`src/rtl/io_pkg.sv`:
```
// Shared I/O subsystem types and constants for the word-to-UART transmit path.
package io_pkg;

    typedef enum logic [1:0] {IDLE, SEND, WAIT, ACK} wtx_state_t;

    localparam int WORD_BYTES = 4;
    localparam int BYTE_W     = 8;
    localparam int WORD_W     = 32;

endpackage

```
`src/rtl/rr_arbiter.sv`:
```
// Combinational round-robin pick: first asserted req at ptr, ptr+1, ... modulo N.
module rr_arbiter #(
    parameter int N = 4,
    localparam int IW = $clog2(N)
) (
    input  logic [N-1:0]  req,
    input  logic [IW-1:0] ptr,
    output logic [IW-1:0] grant_idx,
    output logic          grant_valid
);

    // One extra bit so ptr+k never overflows before the modulo fold.
    logic [IW:0] cand;

    always_comb begin
        grant_idx   = '0;
        grant_valid = 1'b0;
        cand        = '0;
        for (int unsigned k = 0; k < N; k++) begin
            cand = {1'b0, ptr} + (IW+1)'(k);
            if (cand >= (IW+1)'(N)) begin
                cand = cand - (IW+1)'(N);
            end
            if (!grant_valid && req[cand[IW-1:0]]) begin
                grant_valid = 1'b1;
                grant_idx   = cand[IW-1:0];
            end
        end
    end

endmodule

```
`src/rtl/uart_word_arbiter.sv`:
```
// Shares one UART byte transmitter among NUM_REQ 32-bit word requesters,
// round-robin, sending each granted word LSB byte first and acking when done.
module uart_word_arbiter #(
    parameter int NUM_REQ    = 4,
    parameter int WORD_BYTES = 4,
    localparam int IW = $clog2(NUM_REQ)
) (
    input  logic                          clk,
    input  logic                          rst,
    input  logic [NUM_REQ-1:0]            req,
    input  logic [NUM_REQ*8*WORD_BYTES-1:0] word_in,
    output logic [NUM_REQ-1:0]            word_ack,
    input  logic                          byte_sent,
    output logic [7:0]                    byte_out,
    output logic                          uart_send,
    output logic                          busy,
    output logic [IW-1:0]                 grant_idx
);

    import io_pkg::*;

    localparam logic [1:0] LAST_BYTE = 2'(WORD_BYTES - 1);

    wtx_state_t state, state_next;

    logic [NUM_REQ-1:0][WORD_W-1:0]       words;
    logic [WORD_BYTES-1:0][BYTE_W-1:0]    word_q;
    logic [1:0]                           byte_cnt;
    logic [IW-1:0]                        ptr;
    logic [IW-1:0]                        grant_q;
    logic [IW-1:0]                        arb_idx;
    logic                                 arb_valid;

    always_comb words = word_in;

    rr_arbiter #(
        .N(NUM_REQ)
    ) u_arb (
        .req         (req),
        .ptr         (ptr),
        .grant_idx   (arb_idx),
        .grant_valid (arb_valid)
    );

    always_ff @(posedge clk) begin
        if (rst) begin
            state <= IDLE;
        end else begin
            state <= state_next;
        end
    end

    always_comb begin
        state_next = state;
        case (state)
            IDLE: if (arb_valid) state_next = SEND;
            SEND: state_next = WAIT;
            WAIT: if (byte_sent) state_next = (byte_cnt == LAST_BYTE) ? ACK : SEND;
            ACK:  state_next = IDLE;
            default: state_next = IDLE;
        endcase
    end

    // grant_q is cleared on leaving ACK so grant_idx reads 0 while idle.
    always_ff @(posedge clk) begin
        if (rst) begin
            word_q   <= '0;
            byte_cnt <= '0;
            ptr      <= '0;
            grant_q  <= '0;
        end else begin
            case (state)
                IDLE: begin
                    if (arb_valid) begin
                        word_q   <= words[arb_idx];
                        grant_q  <= arb_idx;
                        byte_cnt <= '0;
                    end
                end
                WAIT: begin
                    if (byte_sent && byte_cnt != LAST_BYTE) begin
                        byte_cnt <= byte_cnt + 2'd1;
                    end
                end
                ACK: begin
                    ptr     <= (grant_q == IW'(NUM_REQ - 1)) ? '0 : grant_q + 1'b1;
                    grant_q <= '0;
                end
                default: ;
            endcase
        end
    end

    always_comb begin
        uart_send = (state == SEND);
        busy      = (state != IDLE);
        grant_idx = grant_q;
        byte_out  = '0;
        word_ack  = '0;
        if (state == SEND || state == WAIT) begin
            byte_out = word_q[byte_cnt];
        end
        if (state == ACK) begin
            word_ack[grant_q] = 1'b1;
        end
    end

endmodule

```
`config.mk`:
```
export PLATFORM = sky130hd
export DESIGN_NAME = uart_word_arbiter
export DESIGN_NICKNAME = d
export VERILOG_FILES = /design/src/rtl/io_pkg.sv /design/src/rtl/rr_arbiter.sv /design/src/rtl/uart_word_arbiter.sv
export SDC_FILE = /design/constraint.sdc
export NUM_CORES = 1
export LEC_CHECK = 0
export ABC_AREA = 1
export CORE_ASPECT_RATIO = 0.6
export CORE_MARGIN = 1
export CORE_UTILIZATION = 40
export CTS_CLUSTER_SIZE = 40
export DETAILED_ROUTE_END_ITERATION = 12
export GPL_TIMING_DRIVEN = 1
export PLACE_DENSITY = 0.84
export SLEW_MARGIN = 20
export SYNTH_ARGS = -nofsm -noshare
export SYNTH_HDL_FRONTEND = slang
export SYNTH_SLANG_ARGS = --single-unit
```
`constraint.sdc`:
```
create_clock -name clk -period 2.3 [get_ports clk]
set_input_delay 0.46 -clock clk [delete_from_list [all_inputs] [get_ports clk]]
set_output_delay 0.46 -clock clk [all_outputs]
set_load 0.05 [all_outputs]
```
==> metrics.txt, run 1 <==
outcome finished clean; # nets final between 1000 and 1500; fmax 0.456 GHz; relative slew slack around 65%; Diodes inserted 0; final-report max-slew violation count 0; most common cell after layout, fill and taps aside inv_1; gr usage total around 24%; Fillers 938; Leak 0.00329 µW; core area 9880 µm²; Tcrit/Tclk final a little over nine tenths; CP Max Fanout 8; Clock transition at path regs about 60 ps; mapped cell area roughly 4000 µm²; Setup crit end kind output port; Hold Vio Cnt, Final 0; Setup Skew roughly 6.3 ps; Sw Share between 50 and 60%; vias 5108; FF+latch area 805 µm²; Die H 80.2 µm; fin crit period 2190 ps; Max Root-Sink Buffers 2; site row count 28; number of max-cap violations 0; worst reg2reg setup slack 280 ps; Pint 3600 µW; Switch Pwr 3650 µW; Die ar. roughly 11000 µm²; met1 usage 36.3%; CP Launch Type flop; total grt overflow 0; Root Driver clkbuf_16; CTS sink cnt 40; Post-Synthesis Cells 729; gp weighted congestion 0.884; Post-Layout Cell Count around 1000; Gate power share between 70% and 80%; global-route met2 utilization 37.2%; Multi-input gate area between 2000 and 2500 µm²; Port Buffer Count 150; Data arrival, critical path 1730 ps; register area share after synthesis 19.6%; most frequent cells in the layout 196 x inv_1, 136 x nand2_1, 136 x clkdlybuf4s50_1, 101 x nand3_1, 67 x nand4_1; WP data required 1840 ps; synth unique cells 23; Syn Nets 874; drt first pass iters 5; DPL Wire Length 10200 µm; post-route DRC violation count 0; most used routing layer met2; Num CTS Buffers 5; I/O Pins 151; average wire per standard cell 13.4 µm; Setup TNS 0 ps; PD cells between 1000 and 1500 nW/µm²; kind of critical path flop to output port; Flop pwr share 15.6%; H-tree lvl count 2; initial core utilization 41.3%; initial antenna violation count 0; setup repair after global routing missed its margin false; Placed Cells incl. Taps a little under 1000; first-pass GRT wire length ~21000 µm; measured slew at the worst slew-check pin 520 ps; Hold Path Class flop to flop; share of cells above drive strength 1 9.40%; Worst VDD drop 0.000584 V; pin count of the biggest net entering global routing 65; DRT antenna net count 0; number of global-route vias before repair 4259; Syn Area/Cell 5.60 µm²; Layout Area Growth over Synthesis 49.5%; Global Route met3 Usage 3.47%; CTS tree built; worst skew pair latency between 200 and 300 ps; clock share of power 11.3%; final setup violation count 0; Vias/cell 5.07; synth warn 0; number of synthesized register bits 40; Initial DRC Count 335; Routed WL 13500 µm; Die W approximately 130 µm
[layer usage]
metal / share of wire, % / vias up
met2: 42 / 258
met5: 0 / -
met3: 7.9 / 16
li1: - / 2561
met4: 0.59 / 0
met1: 50 / 2273
[repair_timing]
item | 4_1_cts | 5_1_grt
setup endpoints to repair | 7 | 14
hold buffers | 0 | 0
buffers inserted | 0 | 5
cloned | 0 | 1
resized for setup | 5 | 5
[cells by family (layout without fill, tap and decap cells)]
family	count (synthesis)	in the layout	share of synthesized area [%]
DFF	40	40	19.6
buffers and inverters	251	394	26.3
AOI/OAI and AO/OA	77	77	9.72
adders and majority gates	10	10	3.07
and+or+nand+nor	351	351	41.3
[registers in the layout (all words and copies together), names as in the netlist]
signal and count:
grant_idx 2, byte_cnt 2, ptr 2, word_q 32
state 2
[critical path, cell delays in order (launching register included)]
cell,delay [ps]
dfxtp_1,380
inv_1,110
ha_1,290
inv_1,170
a21oi_1,310
buf_12,180
[layout make-up]
cell class              count  area share [%]
repair buffers            182            32.0
well taps                 135            2.77
repair inverters            1          0.0821
flip-flops and latches     40            13.2
inverters                 203            12.6
multi-input cells         438            36.6
clock buffers               5            2.05
clock inverters             3           0.759
[cell usage after synthesis]
master | instances | area [µm²]
clkinv_1 | 1 | 3.75
ha_1 | 10 | 125
buf_4 | 13 | 97.6
inv_2 | 5 | 18.8
a21oi_1 | 50 | 250
buf_2 | 16 | 80.1
nor2_1 | 33 | 124
inv_1 | 197 | 739
buf_6 | 8 | 90.1
nand3_4 | 2 | 35.0
nand3_2 | 3 | 30.0
a211oi_1 | 1 | 7.51
nor2_4 | 1 | 11.3
dfxtp_1 | 40 | 801
o21ai_0 | 23 | 115
nand2_1 | 136 | 510
o31a_1 | 1 | 8.76
o21ai_1 | 1 | 5.00
nand2_2 | 8 | 50.1
o211a_1 | 1 | 10.0
nand3_1 | 101 | 505
nand4_1 | 67 | 419
clkbuf_1 | 11 | 41.3
[path summary, 6_finish.rpt]
check	cells past startpoint	to	startpoint
min	1	state[1]$_SDFFE_PP0P_	state[1]$_SDFFE_PP0P_
max	5	byte_out[5]	state[1]$_SDFFE_PP0P_
min reg2reg	1	state[1]$_SDFFE_PP0P_	state[1]$_SDFFE_PP0P_
max reg2reg	14	word_q[17]$_SDFFE_PP0P_	ptr[0]$_SDFFE_PP0P_
[power by group through the flow]
stage          logic [µW]  registers [µW]  clock network, µW
6_report             5290            1130                821
5_1_grt              5770            1160                856
4_1_cts              5160            1120                825
3_5_place_dp         5100            1130                  0
3_3_place_gp         5040            1120                  0
2_1_floorplan        3400            1130                  0
[per-stage QoR]
step	worst slack, ps	area [µm²]	total power [µW]	hold slack, ps	util (%)
5_1_grt	3.24	6100	7790	503	61.7
4_1_cts	-44.9	6040	7110	493	61.1
3_3_place_gp	-119	5850	6160	471	59.2
2_1_floorplan	45.3	4080	4530	453	-
3_5_place_dp	-137	5850	6220	477	59.2
6_report	107	6100	7240	495	61.7
No activity file was read; power rests on OpenSTA's default activity.
==> run 2: changes to the inputs <==
--- a/config.mk
+++ b/config.mk
@@ -13,7 +13,6 @@
 export DETAILED_ROUTE_END_ITERATION = 12
 export GPL_TIMING_DRIVEN = 1
 export PLACE_DENSITY = 0.84
-export SLEW_MARGIN = 20
 export SYNTH_ARGS = -nofsm -noshare
 export SYNTH_HDL_FRONTEND = slang
 export SYNTH_SLANG_ARGS = --single-unit
==> results of run 2 <==
Final layout, timing and power as in run 1 (identical DEF).
